$ cat src/rtl/key_step_counter_if.sv
// rtl/key_step_counter_if.sv - key inputs and count outputs of key_step_counter
interface key_step_counter_if #(
    parameter int CNT_WIDTH = 4
);
    logic                 key_up_n;
    logic                 key_down_n;
    logic                 key_clr_n;
    logic [2:0]           key_state;
    logic [2:0]           key_pulse;
    logic [CNT_WIDTH-1:0] cnt_out;
    logic                 cnt_wrap;

    modport master (
        output key_up_n, key_down_n, key_clr_n,
        input  key_state, key_pulse, cnt_out, cnt_wrap
    );

    modport slave (
        input  key_up_n, key_down_n, key_clr_n,
        output key_state, key_pulse, cnt_out, cnt_wrap
    );
endinterface

$ cat src/rtl/key_step_counter.sv
// rtl/key_step_counter.sv - debounced up/down/clear keys with auto-repeat driving a wrapping count
module key_step_counter #(
    parameter int DEBOUNCE_CYCLES = 250000,
    parameter int HOLD_CYCLES     = 12500000,
    parameter int REPEAT_CYCLES   = 2500000,
    parameter int CNT_WIDTH       = 4,
    parameter int CNT_MAX         = 15
) (
    input  logic               clk_in,
    input  logic               rst_n_in,
    key_step_counter_if.slave  bus
);
    localparam int DW   = $clog2(DEBOUNCE_CYCLES + 1);
    localparam int TMAX = (HOLD_CYCLES > REPEAT_CYCLES) ? HOLD_CYCLES : REPEAT_CYCLES;
    localparam int TW   = $clog2(TMAX + 1);

    typedef enum logic [1:0] {
        IDLE   = 2'd0,
        HOLD   = 2'd1,
        REPEAT = 2'd2
    } rep_state_t;

    logic [2:0]           w_raw;
    logic [2:0]           r_sync1;
    logic [2:0]           r_sync2;
    logic [2:0]           r_st;
    logic [DW-1:0]        r_db_cnt [3];
    logic [2:0]           r_pulse;
    rep_state_t           r_state [2];
    rep_state_t           w_state_next [2];
    logic [TW-1:0]        r_timer [2];
    logic [TW-1:0]        w_timer_next [2];
    logic [1:0]           w_rep;
    logic                 w_inc;
    logic                 w_dec;
    logic [CNT_WIDTH-1:0] r_cnt;
    logic                 r_wrap;

    assign w_raw = {bus.key_clr_n, bus.key_down_n, bus.key_up_n};

    // Two-flop synchroniser, then a per-key counter that only accepts a
    // level after DEBOUNCE_CYCLES consecutive disagreeing samples.
    always_ff @(posedge clk_in or negedge rst_n_in) begin
        if (!rst_n_in) begin
            r_sync1 <= '1;
            r_sync2 <= '1;
            r_st    <= '1;
            r_pulse <= '0;
            for (int i = 0; i < 3; i++) begin
                r_db_cnt[i] <= '0;
            end
        end else begin
            r_sync1 <= w_raw;
            r_sync2 <= r_sync1;
            r_pulse <= '0;
            for (int i = 0; i < 3; i++) begin
                if (r_sync2[i] == r_st[i]) begin
                    r_db_cnt[i] <= '0;
                end else if (r_db_cnt[i] == DW'(DEBOUNCE_CYCLES - 1)) begin
                    r_st[i]     <= r_sync2[i];
                    r_db_cnt[i] <= '0;
                    r_pulse[i]  <= ~r_sync2[i];
                end else begin
                    r_db_cnt[i] <= r_db_cnt[i] + 1'b1;
                end
            end
        end
    end

    always_ff @(posedge clk_in or negedge rst_n_in) begin
        if (!rst_n_in) begin
            for (int j = 0; j < 2; j++) begin
                r_state[j] <= IDLE;
                r_timer[j] <= '0;
            end
        end else begin
            for (int j = 0; j < 2; j++) begin
                r_state[j] <= w_state_next[j];
                r_timer[j] <= w_timer_next[j];
            end
        end
    end

    // Index 0 is the up key, index 1 the down key; a step is raised in the
    // cycle the timer reaches its terminal value.
    always_comb begin
        w_rep = '0;
        for (int j = 0; j < 2; j++) begin
            w_state_next[j] = r_state[j];
            w_timer_next[j] = r_timer[j];
            case (r_state[j])
                IDLE: begin
                    if (r_pulse[j]) begin
                        w_state_next[j] = HOLD;
                        w_timer_next[j] = '0;
                    end
                end
                HOLD: begin
                    if (r_st[j]) begin
                        w_state_next[j] = IDLE;
                        w_timer_next[j] = '0;
                    end else if (r_timer[j] == TW'(HOLD_CYCLES - 1)) begin
                        w_rep[j]        = 1'b1;
                        w_state_next[j] = REPEAT;
                        w_timer_next[j] = '0;
                    end else begin
                        w_timer_next[j] = r_timer[j] + 1'b1;
                    end
                end
                REPEAT: begin
                    if (r_st[j]) begin
                        w_state_next[j] = IDLE;
                        w_timer_next[j] = '0;
                    end else if (r_timer[j] == TW'(REPEAT_CYCLES - 1)) begin
                        w_rep[j]        = 1'b1;
                        w_timer_next[j] = '0;
                    end else begin
                        w_timer_next[j] = r_timer[j] + 1'b1;
                    end
                end
                default: begin
                    w_state_next[j] = IDLE;
                    w_timer_next[j] = '0;
                end
            endcase
        end
    end

    assign w_inc = r_pulse[0] | w_rep[0];
    assign w_dec = r_pulse[1] | w_rep[1];

    // Clear wins over everything; simultaneous up and down cancel out.
    always_ff @(posedge clk_in or negedge rst_n_in) begin
        if (!rst_n_in) begin
            r_cnt  <= '0;
            r_wrap <= 1'b0;
        end else begin
            r_wrap <= 1'b0;
            if (r_pulse[2]) begin
                r_cnt <= '0;
            end else if (w_inc && w_dec) begin
                r_cnt <= r_cnt;
            end else if (w_inc) begin
                if (r_cnt == CNT_WIDTH'(CNT_MAX)) begin
                    r_cnt  <= '0;
                    r_wrap <= 1'b1;
                end else begin
                    r_cnt <= r_cnt + 1'b1;
                end
            end else if (w_dec) begin
                if (r_cnt == '0) begin
                    r_cnt  <= CNT_WIDTH'(CNT_MAX);
                    r_wrap <= 1'b1;
                end else begin
                    r_cnt <= r_cnt - 1'b1;
                end
            end
        end
    end

    assign bus.key_state = ~r_st;
    assign bus.key_pulse = r_pulse;
    assign bus.cnt_out   = r_cnt;
    assign bus.cnt_wrap  = r_wrap;
endmodule

$ cat src/flat_wrapper.sv
// flat-port wrapper written by rule: the top's interface ports become plain ports
module key_step_counter_flat 
#(
    parameter int DEBOUNCE_CYCLES = 250000,
    parameter int HOLD_CYCLES     = 12500000,
    parameter int REPEAT_CYCLES   = 2500000,
    parameter int CNT_WIDTH       = 4,
    parameter int CNT_MAX         = 15
)
  (clk_in, rst_n_in, bus_key_up_n, bus_key_down_n, bus_key_clr_n, bus_key_state, bus_key_pulse, bus_cnt_out, bus_cnt_wrap);
  key_step_counter_if #(.CNT_WIDTH(CNT_WIDTH)) bus_i ();
  input  logic clk_in;
  input  logic rst_n_in;
  input wire logic [$bits(bus_i.key_up_n)-1:0] bus_key_up_n;
  input wire logic [$bits(bus_i.key_down_n)-1:0] bus_key_down_n;
  input wire logic [$bits(bus_i.key_clr_n)-1:0] bus_key_clr_n;
  output wire logic [$bits(bus_i.key_state)-1:0] bus_key_state;
  output wire logic [$bits(bus_i.key_pulse)-1:0] bus_key_pulse;
  output wire logic [$bits(bus_i.cnt_out)-1:0] bus_cnt_out;
  output wire logic [$bits(bus_i.cnt_wrap)-1:0] bus_cnt_wrap;
  assign bus_i.key_up_n = bus_key_up_n;
  assign bus_i.key_down_n = bus_key_down_n;
  assign bus_i.key_clr_n = bus_key_clr_n;
  assign bus_key_state = bus_i.key_state;
  assign bus_key_pulse = bus_i.key_pulse;
  assign bus_cnt_out = bus_i.cnt_out;
  assign bus_cnt_wrap = bus_i.cnt_wrap;
  key_step_counter #(.DEBOUNCE_CYCLES(DEBOUNCE_CYCLES), .HOLD_CYCLES(HOLD_CYCLES), .REPEAT_CYCLES(REPEAT_CYCLES), .CNT_WIDTH(CNT_WIDTH), .CNT_MAX(CNT_MAX)) u_core (.clk_in(clk_in), .rst_n_in(rst_n_in), .bus(bus_i));
endmodule
$ cat config.mk
export PLATFORM = sky130hd
export DESIGN_NAME = key_step_counter_flat
export DESIGN_NICKNAME = d
export VERILOG_FILES = /design/src/rtl/key_step_counter_if.sv /design/src/rtl/key_step_counter.sv /design/src/flat_wrapper.sv
export SDC_FILE = /design/constraint.sdc
export NUM_CORES = 1
export LEC_CHECK = 0
export ABC_CLOCK_PERIOD_IN_PS = 4100
export CAP_MARGIN = 20
export CORE_AREA = 5 5 118 148
export CTS_BUF_LIST = sky130_fd_sc_hd__clkbuf_2
export CTS_CLUSTER_DIAMETER = 200
export DETAILED_ROUTE_END_ITERATION = 7
export DIE_AREA = 0 0 123 153
export PLACE_DENSITY = 0.6
export SETUP_SLACK_MARGIN = 0.4
export SLEW_MARGIN = 20
export SYNTH_ARGS = -nofsm -noshare
export SYNTH_HDL_FRONTEND = slang
export SYNTH_SLANG_ARGS = --single-unit
$ cat constraint.sdc
create_clock -name clk_in -period 4.1 [get_ports clk_in]
set_input_delay 0.82 -clock clk_in [delete_from_list [all_inputs] [get_ports clk_in]]
set_output_delay 0.82 -clock clk_in [all_outputs]
set_load 0.02 [all_outputs]
* After elaboration in Yosys (flattened, before gate mapping)
Index checks and enable logic that the tools add are counted.
** Storage, ports and cells
- Bits in registers :: 123
- Latch bits :: 0
- Input port bits :: 5
- Bits in read-only memories :: 0
- Memories :: 0
- RAM bits :: 0
** Operators by class
- Add/subtract/negate cells :: 7
- Magnitude comparators :: 0
- Bitwise operators :: 9
- Shift-type cells :: 0
- Multipliers :: 0
- Reduce and logical (&&, ||, !) cells :: 11
- Div/mod/pow operators :: 0
- Multiplexer cells :: 56
- Equality and inequality tests :: 22
** Operators with widths (count)
- 2-to-1 mux 24 bit :: 10
- case mux 24 bit (3 select lines) :: 2
- 2-to-1 mux 18 bit :: 6
- adder 18 x 1 -> 18 bit (second input constant) :: 3
- == test 18 bit (second input constant) :: 3
- adder 24 x 1 -> 24 bit (second input constant) :: 2
- == test 24 x 22 -> 1 bit (second input constant) :: 2
- == test 24 bit (second input constant) :: 2
- 2-to-1 mux 4 bit :: 6
- 2-to-1 mux 1 bit :: 20
- 2-to-1 mux 2 bit :: 8
- case mux 2 bit (3 select lines) :: 2
- inequality test 2 x 1 -> 1 bit (second input constant) :: 5
- AND reduction 2 bit :: 4
- inequality test 3 x 1 -> 1 bit (second input constant) :: 2
- inverter 1 bit :: 6
- AND reduction 3 bit :: 2
- adder 4 x 1 -> 4 bit (second input constant) :: 1
- == test 2 x 1 -> 1 bit (second input constant) :: 2
- == test 2 bit (second input constant) :: 2
- == test 4 bit (second input constant) :: 1
- zero test 2 bit :: 2
- zero test 4 bit :: 1
- case mux 1 bit (2 select lines) :: 2
- 6 further kinds :: 9

* Logic depth before layout (Yosys ltp)
- Depth in word-level cells :: 9
- Mapped depth :: 10
- Gate-level depth less buffers :: 8

* Worst setup path before layout
No wires, ideal clock.
- Kind :: register -> register
- From :: register u_core.r_state[2] (netlist name)
- To :: register u_core.r_timer[33] (netlist name)
- Arrival :: 2.443 ns
- Cell stages (with the launch flop) :: 11
- Setup slack :: 1.574 ns
- Library setup time :: 0.083 ns
- Period minus slack after synthesis :: 2.526 ns
- Buffers on the path :: 2
- Cells stage by stage :: dfrtp_1 -> inv_1 -> ha_1 -> nor2b_1 -> buf_2 -> or4_4 -> or2_2 -> clkbuf_1 -> or3_2 -> a21o_1 -> o21ai_0
** On the way
- Word-level cells in the longest chain between the ends :: 2
** Ends and longest elaborated chain
- start: declaration :: RTL line key_step_counter.sv:29 : rep_state_t r_state [2];
- start signal: indexed assignment :: RTL line key_step_counter.sv:78 : r_state[j] <= w_state_next[j];
- == test 2 bit, or another cell as far along :: RTL line key_step_counter.sv:91 : case (r_state[j])
- case mux 24 bit (3 select lines) or inequality test 2 x 1 -> 1 bit (tied branches)
- end signal: indexed assignment :: RTL line key_step_counter.sv:79 : r_timer[j] <= w_timer_next[j];
- end: declaration :: RTL line key_step_counter.sv:31 : logic [TW-1:0] r_timer [2];
Several ways; a longest one is shown, not always the timed one.
A chain may end at the register's enable or synchronous reset.

* Worst setup path after layout
- From :: register u_core.r_timer[33] (netlist name)
- To :: register u_core.r_timer[33] (netlist name)
** On the way
- Word-level cells in the longest chain between the ends :: 4
** Ends and longest elaborated chain (RTL line)
- adder 24 x 1 -> 24 bit, or another cell as far along :: key_step_counter.sv:107, key_step_counter.sv:118
- 2-to-1 mux 24 bit, on equally long branches :: key_step_counter.sv:114, key_step_counter.sv:102
- 2-to-1 mux 24 bit, on equally long branches :: key_step_counter.sv:111, key_step_counter.sv:99
- case mux 24 bit (3 select lines) (*) :: key_step_counter.sv:91
Mark *: on every way between the ends. The rest lies on a longest branch, timed or not.

==> results.cfg <==
[hold_path]
holdCritPathClass = in2async

[die]
coreArea_sq_um = 15900
rows = 52
start_util_pct = 39.3
pin_count = 16
dieArea_sq_um = 18800
die_height_um = 153
die_w_um = 123

[finish]
nFillCells = 1538
drive_gt1_share_pct = 8.76
finalNonFillerCells = 902
multi_input_area_sq_um = 3040
syn_to_final_growth_pct = 10.5
final_core_util_pct = 43.4
register_area_sq_um = 3090
nNetsFinal = 690

[critical_path]
cp_data_required_time_ps = 4600
r2r-start = u_core.r_timer[33]
slowest_stage = nor2_2
crit_chain = or4b_4 > nor4_4 > a21oi_1 > o21a_1 > nor2_2 > o21ai_0
arrival_ps = 3300
crit_path_max_incr_delay_ps = 580
r2r-end = u_core.r_timer[33]
critPathCaptureType = register
r2r_cells = 6
criticalPathCategory = reg2reg
path_max_fanout = 18
start_kind = register
rrSetupSlack_ps = 1310

[power]
p_sw_share_pct = 21.9
p_switching_w = 0.000462
ir_drop_mv = 0.177
cellInternalPower_w = 0.00165
clkPwrFrac_pct = 39.1
power_w = 0.00211
powerDensity_nw_per_um2 = 304
power.leakage_nw = 2.92
pwr-share-comb_pct = 2.3
pwr-share-seq_pct = 58.6

[synth]
async_reset_ff_share_pct = 100
synth-seq-area-share_pct = 49.3
synth_area_sq_um = 6260
ys_seq_elements = 123
yosysWarnings = 0
synth.distinct_cells = 62
syn_nets = 665
ys.flop_type = dfrtp_1
syn_inst = 647
synth_edf_count = 0
avgSynthCellArea_sq_um = 9.68

[run]
drv_cap = 0

[route]
drc = 0
dr.pass1.iters = 7
wl_mm = 12.7
drtIter0Drc = 208
route.vias.total = 4741
final_antenna_net_count = 0
avgRoutedWirePerCell_um = 14.0
viasPerCell = 5.26

[timing]
timing.final.crit_share_pct = 68.2
relSlewSlack_pct = 40.6
hold_viol_final = 0
post-route-min-period_ps = 2790
fin_skew_ps = 35.5
setup_viol = 0
finalMaxSlewViolations = 0
whs_ps = 264
worst_pin_slew_ps = 891
rsz0062_at_grt = no
setup_tns_ps = 0
clock.fmax_ghz = 0.358

[placed_design]
gp_congestion = 0.853
post-place-cells = 869
io_buffers = 15
place_hpwl_mm = 8.96

[outcome]
status = completed

[cts]
hold_buffers = 0
cts_root_buf = clkbuf_2
post-cts-setup-buffers = 0
h-tree-depth = 4
cts_buffer_depth = 2
cts.clk_slew.worst_paths_ps = 180
tritoncts = done
cts_resized = 0
cts_sinks = 123
cts_buffers = 17
clk_latency_ps = 650

[grt]
grt_pass1_vias = 4832
grt_pass1_wl_mm = 22.3
grt_util_all_layers_pct = 14.5
gr-total-overflow = 0
grt_max_degree = 71
antenna_found_initial = 1
-- how the worst max path moves through the flow --
stage / startpoint / endpoint / slack (ps) / cells past startpoint
CTS: u_core.r_timer[33] / u_core.r_timer[33] / 1300 / 6
finish: u_core.r_timer[33] / u_core.r_timer[33] / 1310 / 6
floorplan: u_core.r_state[2] / u_core.r_timer[33] / 1570 / 10
global placement: u_core.r_timer[33] / u_core.r_timer[33] / 1370 / 6
detailed placement: u_core.r_timer[33] / u_core.r_timer[33] / 1300 / 6
global route: u_core.r_timer[33] / u_core.r_timer[33] / 1100 / 6
-- cells in the mapped netlist (all sizes together), types with 2 or more instances --
master / instances / area [sq um]
a211oi: 4 / 42.5
a21o: 2 / 16.3
a21oi: 12 / 60.1
a31oi: 5 / 31.3
and3: 16 / 101
and4: 9 / 80.1
buf: 3 / 17.5
clkbuf: 8 / 30.0
dfrtp: 114 / 2850
dfstp: 9 / 236
ha: 13 / 163
inv: 22 / 82.6
mux2: 4 / 48.8
nand2: 47 / 176
nand2b: 3 / 18.8
nand3: 49 / 245
nand3b: 3 / 22.5
nand4: 22 / 138
nor2: 120 / 455
nor2b: 7 / 43.8
nor3: 20 / 100
nor4: 14 / 103
nor4b: 7 / 67.6
nor4bb: 4 / 40.0
o211ai: 3 / 27.5
o21a: 4 / 30.0
o21ai: 12 / 60.1
or2: 2 / 12.5
or3: 3 / 20.0
or4: 2 / 18.8
xnor2: 46 / 403
xor2: 40 / 350
-- stage by stage --
stage | worst slack (ps) | instance area (sq um)
floorplan | 1570 | 6260
global placement | 1370 | 6660
detailed placement | 1300 | 6660
CTS | 1300 | 6920
global route | 1100 | 6920
finish | 1310 | 6920
-- cell type report --
| class | instances | share of cell area [%] |
|---|---|---|
| tap | 216 | 3.90 |
| sequential | 123 | 44.6 |
| clock inverter | 10 | 2.15 |
| antenna | 1 | 0.0361 |
| clock buffer | 22 | 1.59 |
| inverter | 22 | 1.19 |
| timing repair buffer | 17 | 2.53 |
| multi-input combinational | 491 | 44.0 |
-- placed cells by master (no fill, tap or decap), drive strengths merged, types with 9 or more instances in the layout --
master	instances
inv	22
nor2	120
nor3	20
nand2	47
xor2	40
and3	16
nand4	22
a21oi	12
dfrtp	114
dfstp	9
xnor2	46
clkbuf	22
o21ai	12
nor4	14
nand3	49
ha	13
clkdlybuf4s50	14
and4	9
-- critical path, delay by kind of cell (launching register included) --
| family | cells | cell delay, ps |
|---|---|---|
| AND/OR/NAND/NOR | 3 | 1550 |
| AO/OA/AOI/OAI | 3 | 660 |
| flip-flops | 1 | 450 |
-- kinds of logic (layout without fill, tap and decap cells) --
logic type	count (synthesis)	count (layout)	synth area share [%]
buf+inv	33	71	2.08
compound gates	53	53	5.93
simple gates	334	334	27.1
other cells	0	1	0
flops	123	123	49.3
xor+xnor	86	86	12.0
fa+ha+maj	13	13	2.60
mux	5	5	0.939
-- flip-flops by register name (all words and copies together) (netlist names) --
register and count:
u_core.bus.cnt_out 4, u_core.bus.cnt_wrap 1, u_core.bus.key_pulse 3, u_core.r_db_cnt 54, u_core.r_st 3, u_core.r_state 4, u_core.r_sync1 3, u_core.r_sync2 3
u_core.r_timer 48
-- layer usage --
| metal | track usage [%] | share of wire (%) | wire [um] | vias to the layer above |
|---|---|---|---|---|
| met5 | 0 | 0 | 0 | - |
| met4 | 4.96 | 1.4 | 175 | 0 |
| met3 | 3.18 | 2.7 | 343 | 11 |
| met2 | 24.1 | 50 | 6360 | 72 |
| met1 | 18.6 | 46 | 5780 | 2360 |
| li1 | - | - | - | 2298 |
-- power groups by stage --
stage	sequential, W	combinational, W	clock [W]
floorplan	0.00126	0.0000164	0
global placement	0.00126	0.0000500	0
detailed placement	0.00126	0.0000517	0
CTS	0.00124	0.0000517	0.000862
global route	0.00124	0.0000591	0.000915
finish	0.00124	0.0000490	0.000823
Note: power is estimated with default switching activity, not from simulation.
==> edit 1, RTL diff (config.mk and constraints unchanged) <==
`CNT_MAX` is set to 15 in 2 places; all go to 8.
--- a/src/rtl/key_step_counter.sv
+++ b/src/rtl/key_step_counter.sv
@@ -4,7 +4,7 @@
     parameter int HOLD_CYCLES     = 12500000,
     parameter int REPEAT_CYCLES   = 2500000,
     parameter int CNT_WIDTH       = 4,
-    parameter int CNT_MAX         = 15
+    parameter int CNT_MAX         = 8
 ) (
     input  logic               clk_in,
     input  logic               rst_n_in,
--- a/src/flat_wrapper.sv
+++ b/src/flat_wrapper.sv
@@ -5,7 +5,7 @@
     parameter int HOLD_CYCLES     = 12500000,
     parameter int REPEAT_CYCLES   = 2500000,
     parameter int CNT_WIDTH       = 4,
-    parameter int CNT_MAX         = 15
+    parameter int CNT_MAX         = 8
 )
   (clk_in, rst_n_in, bus_key_up_n, bus_key_down_n, bus_key_clr_n, bus_key_state, bus_key_pulse, bus_cnt_out, bus_cnt_wrap);
   key_step_counter_if #(.CNT_WIDTH(CNT_WIDTH)) bus_i ();
Formal check against the unedited RTL: same outputs for any inputs over 10 cycles, from zero or initial values and one cycle with rst_n_in low; that may be too few to reach the edited logic, so the function may still have changed.
==> edit 1 against the original RTL <==
- count of clock-buffer cells in the layout decreased by 5
- setup slack got worse by 26 ps
- non-clock buffer count unchanged
- sequential power about the same
- design area decreased by 1.4%
- area after synthesis decreased by 0.36%
- critical endpoint is now bus_key_pulse[2]
- first-iteration DRC count increased by 23%
- sequential cell count unchanged
- power decreased by 6.7%
- clock power decreased by 17%
- routed wire length decreased by 6.5%
==> edit 1: results (changes against the original RTL) <==
| Metric | Value |
|---|---|
| Run status | `completed (unchanged)` |
| Gate family responsible for the most delay along the worst path | `buffers and inverters (was simple AND/OR/NAND/NOR gates)` |
| Clock latency on the worst-skew pair | `700 ps (was 650 ps)` |
| Gate count after technology mapping | `649 (was 647)` |
| Via count | `4588 (was 4741)` |
| Clock skew | `32.0 ps (was 35.5 ps)` |
| Via count of the first global-routing pass | `4744 (was 4832)` |
| Crit-path max FO | `10 (was 18)` |
| Worst setup slack after layout | `1280 ps (was 1310 ps)` |
| Synth top cells by count | `sky130_fd_sc_hd__dfrtp_1, sky130_fd_sc_hd__nor2_1, sky130_fd_sc_hd__nand3_1 (was sky130_fd_sc_hd__nor2_1, sky130_fd_sc_hd__dfrtp_1, sky130_fd_sc_hd__nand3_1)` |
| Pin count of the biggest net entering global routing | `82 (was 71)` |
| Nets in the synthesized netlist | `667 (was 665)` |
| Routed Wire Length | `11800 um (was 12700 um)` |
| Yosys cell types | `57 (was 62)` |
| Static Leak | `2.82 nW (was 2.92 nW)` |
| Wire length of the first global-routing pass | `21300 um (was 22300 um)` |
| Worst IR drop on VDD | `146 uV (was 177 uV)` |
| Number of iterations in the first detailed-routing pass | `4 (was 7)` |
| Share of cells above drive strength 1 | `8.64% (was 8.76%)` |
| Total number of nets in the final design | `688 (was 690)` |
| Transition time at the pin with the least slew margin | `739 ps (was 891 ps)` |
| Post-placement cell count | `867 (was 869)` |
| Internal reg-to-reg setup slack | `1490 ps (was 1310 ps)` |
| Total of fill cells in the finished design | `1560 (was 1538)` |
| Layout Cells excl Fill | `900 (was 902)` |
| Top cells by area, synth | `sky130_fd_sc_hd__dfrtp_1, sky130_fd_sc_hd__nor2_1, sky130_fd_sc_hd__xor2_1 (was sky130_fd_sc_hd__dfrtp_1, sky130_fd_sc_hd__nor2_1, sky130_fd_sc_hd__xnor2_1)` |
| Initial DRC Count | `255 (was 208)` |
| Sequential area share after synthesis | `49.5% (was 49.3%)` |
| Worst-path clk slew | `200 ps (was 180 ps)` |
[edit 1: changes by cell type in the layout (fill, tap and decap cells not counted), moves of 5 or more]
cell                         unedited run  this run
sky130_fd_sc_hd__xnor2_1               46        38
sky130_fd_sc_hd__xor2_1                40        46
sky130_fd_sc_hd__clkbuf_2              22        17
sky130_fd_sc_hd__clkinvlp_4             1         6
sky130_fd_sc_hd__o21ai_0               12        23
sky130_fd_sc_hd__nand2b_1               3         9
sky130_fd_sc_hd__nor2_1               118       113
sky130_fd_sc_hd__nor4_1                13         7
[edit 1: power breakdown]
group          switching [mW]  internal, mW
registers             0.00886          1.23
logic                  0.0361        0.0120
clock network           0.467         0.214
[edit 1: routing by layer]
metal | vias to the layer above | share of wire [%] | wire length, um | GRT usage [%]
met3 | 23 | 3.2 | 382 | 3.81
met4 | 0 | 2.1 | 246 | 6.17
met2 | 62 | 49 | 5800 | 22.2
met5 | - | 0 | 0 | 0
met1 | 2221 | 46 | 5410 | 17.0
li1 | 2282 | - | - | -
[edit 1: final cells by class]
cell class / instances / share of cell area, %
well taps: 216 / 3.96
diodes: 1 / 0.0367
flip-flops and latches: 123 / 45.3
clock inverters: 15 / 1.87
multi-input cells: 487 / 43.8
inverters: 24 / 1.32
clock buffers: 17 / 1.25
repair buffers: 17 / 2.44
[edit 1: worst max-delay path by stage]
stage	startpoint	to	depth (start not counted)
2_1_floorplan	u_core.r_timer[43]	u_core.bus.cnt_out[0]	6
3_3_place_gp	u_core.r_timer[43]	u_core.r_timer[33]	6
3_5_place_dp	u_core.r_timer[43]	u_core.r_timer[33]	6
4_1_cts	u_core.bus.key_pulse[2]	bus_key_pulse[2]	1
5_1_grt	u_core.bus.key_pulse[2]	bus_key_pulse[2]	1
6_report	u_core.bus.key_pulse[2]	bus_key_pulse[2]	1
[edit 1: cells by family (layout without fill, tap and decap cells)]
kind of cell | after synthesis | after routing | synth area share [%]
compound gates | 66 | 66 | 7.02
xor+xnor | 84 | 84 | 11.8
fa+ha+maj | 13 | 13 | 2.61
buf+inv | 39 | 73 | 2.57
flops | 123 | 123 | 49.5
mux | 5 | 5 | 0.862
other cells | 0 | 1 | 0
simple gates | 319 | 319 | 25.7
[edit 1: per-stage QoR]
step	hold slack [ps]	cell area (um2)	util, %
after floorplan	345	6240	-
after global placement	346	6600	41.4
after detailed placement	349	6600	41.4
after CTS	230	6820	42.8
after global routing	94.6	6820	42.8
final	114	6820	42.8
==> edit 2, RTL diff (same settings) <==
Made on the original files. Reset style: synchronous (`rst_n_in`), changed in 3 clocked blocks.
--- a/src/rtl/key_step_counter.sv
+++ b/src/rtl/key_step_counter.sv
@@ -40,7 +40,7 @@
 
     // Two-flop synchroniser, then a per-key counter that only accepts a
     // level after DEBOUNCE_CYCLES consecutive disagreeing samples.
-    always_ff @(posedge clk_in or negedge rst_n_in) begin
+    always_ff @(posedge clk_in) begin
         if (!rst_n_in) begin
             r_sync1 <= '1;
             r_sync2 <= '1;
@@ -67,7 +67,7 @@
         end
     end
 
-    always_ff @(posedge clk_in or negedge rst_n_in) begin
+    always_ff @(posedge clk_in) begin
         if (!rst_n_in) begin
             for (int j = 0; j < 2; j++) begin
                 r_state[j] <= IDLE;
@@ -130,7 +130,7 @@
     assign w_dec = r_pulse[1] | w_rep[1];
 
     // Clear wins over everything; simultaneous up and down cancel out.
-    always_ff @(posedge clk_in or negedge rst_n_in) begin
+    always_ff @(posedge clk_in) begin
         if (!rst_n_in) begin
             r_cnt  <= '0;
             r_wrap <= 1'b0;
Behaviour: no difference found for any inputs over 4 cycles, from zero or initial values and one cycle with rst_n_in low; that may be too few to reach the edited logic, so the function may still have changed.
==> edit 2 against the original RTL <==
- area after synthesis grew 2.3%
- cell count is 9.5% higher
- sequential cell count did not move
- first-iteration DRC count grew 36%
- design area up 3.4%
- routed wire length fell by 3.7%
- setup slack better by 5.4 ps
- power down 0.76%
- global-route usage shrank 0.75 points
- largest power group unchanged
==> edit 2: results (changes against the original RTL) <==
| Metric | Value |
|---|---|
| Run status | `completed (unchanged)` |
| Setup Fix Bufs, Post-CTS | `0 (unchanged)` |
| CP max-delay cell | `sky130_fd_sc_hd__ha_1 (was sky130_fd_sc_hd__nor2_2)` |
| Post-synth EDFFs | `54 (was 0)` |
| Routability congestion estimate | `0.800 (was 0.853)` |
| Top cells by area, synth | `sky130_fd_sc_hd__edfxtp_1, sky130_fd_sc_hd__dfxtp_1, sky130_fd_sc_hd__nor2_1 (was sky130_fd_sc_hd__dfrtp_1, sky130_fd_sc_hd__nor2_1, sky130_fd_sc_hd__xnor2_1)` |
| Wire length of the first global-routing pass | `21300 um (was 22300 um)` |
| Sequential area share after synthesis | `46.8% (was 49.3%)` |
| Slew Limit Headroom | `40.0% (was 40.6%)` |
| Clock skew | `31.5 ps (was 35.5 ps)` |
| Via count | `4890 (was 4741)` |
| Worst-path clk slew | `210 ps (was 180 ps)` |
| Critical path arrival | `3380 ps (was 3300 ps)` |
| Yosys cell types | `61 (was 62)` |
| Share of cells above drive strength 1 | `6.74% (was 8.76%)` |
| Crit-path max FO | `10 (was 18)` |
| Initial DRC Count | `283 (was 208)` |
| Pin count of the biggest net entering global routing | `23 (was 71)` |
| Worst reg-to-reg path cell count | `10 (was 6)` |
| Worst IR drop on VDD | `159 uV (was 177 uV)` |
| Async set-or-reset flop fraction in the synthesized netlist | `0% (was 100%)` |
| Total of fill cells in the finished design | `1542 (was 1538)` |
| Static Leak | `2.47 nW (was 2.92 nW)` |
| Total Routing Usage GR | `13.8% (was 14.5%)` |
| Prevailing post-synth register cell | `sky130_fd_sc_hd__dfxtp_1 (was sky130_fd_sc_hd__dfrtp_1)` |
| Maximum cell stage delay along the critical path | `510 ps (was 580 ps)` |
| Class of the most critical hold timing path | `flop to flop (was input port to async pin)` |
| Int Power | `1.55 mW (was 1.65 mW)` |
| Clock latency on the worst-skew pair | `680 ps (was 650 ps)` |
| Reg-to-Reg End | `u_core.bus.cnt_out[2] (was u_core.r_timer[33])` |
| Synth top cells by count | `sky130_fd_sc_hd__nor2_1, sky130_fd_sc_hd__dfxtp_1, sky130_fd_sc_hd__nand2_1 (was sky130_fd_sc_hd__nor2_1, sky130_fd_sc_hd__dfrtp_1, sky130_fd_sc_hd__nand3_1)` |
[edit 2: stage by stage]
| step | total power, mW | cell area [um2] | instances | setup WS (ps) | hold slack, ps |
|---|---|---|---|---|---|
| floorplan | 1.40 | 6610 | 738 | 1660 | 386 |
| global placement | 1.42 | 6950 | 955 | 1070 | 397 |
| detailed placement | 1.42 | 6950 | 955 | 980 | 393 |
| CTS | 2.13 | 7160 | 987 | 1300 | 411 |
| global route | 2.20 | 7160 | 988 | 1040 | 438 |
| finish | 2.09 | 7160 | 988 | 1310 | 406 |
[edit 2: worst max-delay path, delay by kind of cell, from the launching register on]
kind,cells,cell delay (ps)
compound gates,3,550
flops,1,420
buf+inv,1,80
fa+ha+maj,2,830
simple gates,4,800
[edit 2: worst min path at each step]
stage / from / endpoint / slack, ps / depth (start not counted)
CTS: u_core.r_sync1[1] / u_core.r_sync2[1] / 410 / 1
global route: u_core.r_sync1[1] / u_core.r_sync2[1] / 440 / 1
global placement: u_core.r_sync1[1] / u_core.r_sync2[1] / 400 / 1
detailed placement: u_core.r_sync1[1] / u_core.r_sync2[1] / 390 / 1
finish: u_core.r_sync1[1] / u_core.r_sync2[1] / 410 / 1
floorplan: u_core.r_sync1[0] / u_core.r_sync2[0] / 390 / 1
[edit 2: power groups by stage]
| stage | combinational (mW) | clock [mW] | sequential (mW) |
|---|---|---|---|
| final | 0.0658 | 0.695 | 1.33 |
| after global routing | 0.0763 | 0.786 | 1.34 |
| after CTS | 0.0654 | 0.736 | 1.33 |
| after detailed placement | 0.0650 | 0 | 1.36 |
| after global placement | 0.0644 | 0 | 1.36 |
| after floorplan | 0.0553 | 0 | 1.35 |
[edit 2: cells by family (layout without fill, tap and decap cells)]
family / count (synthesis) / in the layout / synth area share [%]
buffers and inverters: 39 / 72 / 2.83
muxes: 4 / 4 / 0.625
xor gates and xnor gates: 86 / 86 / 11.8
adders and majority gates: 15 / 15 / 2.93
other: 1 / 55 / 0.0585
and+or+nand+nor: 361 / 361 / 29.0
DFF: 123 / 123 / 46.8
AOI/OAI and AO/OA: 56 / 56 / 5.93
[edit 2: cell type report]
type                            instances  share of cell area [%]
Sequential cell                       123                    41.9
Antenna cell                            1                  0.0349
Inverter                               24                    1.26
Tap cell                              216                    3.77
Clock inverter                         15                    1.78
Timing Repair Buffer                   16                    2.20
Clock buffer                           17                    1.19
Multi-Input combinational cell        576                    47.8
[edit 2: per-layer routing]
metal / vias up / wire (um) / part of all wire (%) / global-route usage (%)
met1: 2298 / 5440 / 45 / 16.3
met3: 22 / 399 / 3.3 / 3.36
met5: - / 0 / 0 / 0
li1: 2489 / - / - / -
met2: 81 / 6140 / 50 / 23.4
met4: 0 / 214 / 1.8 / 6.02
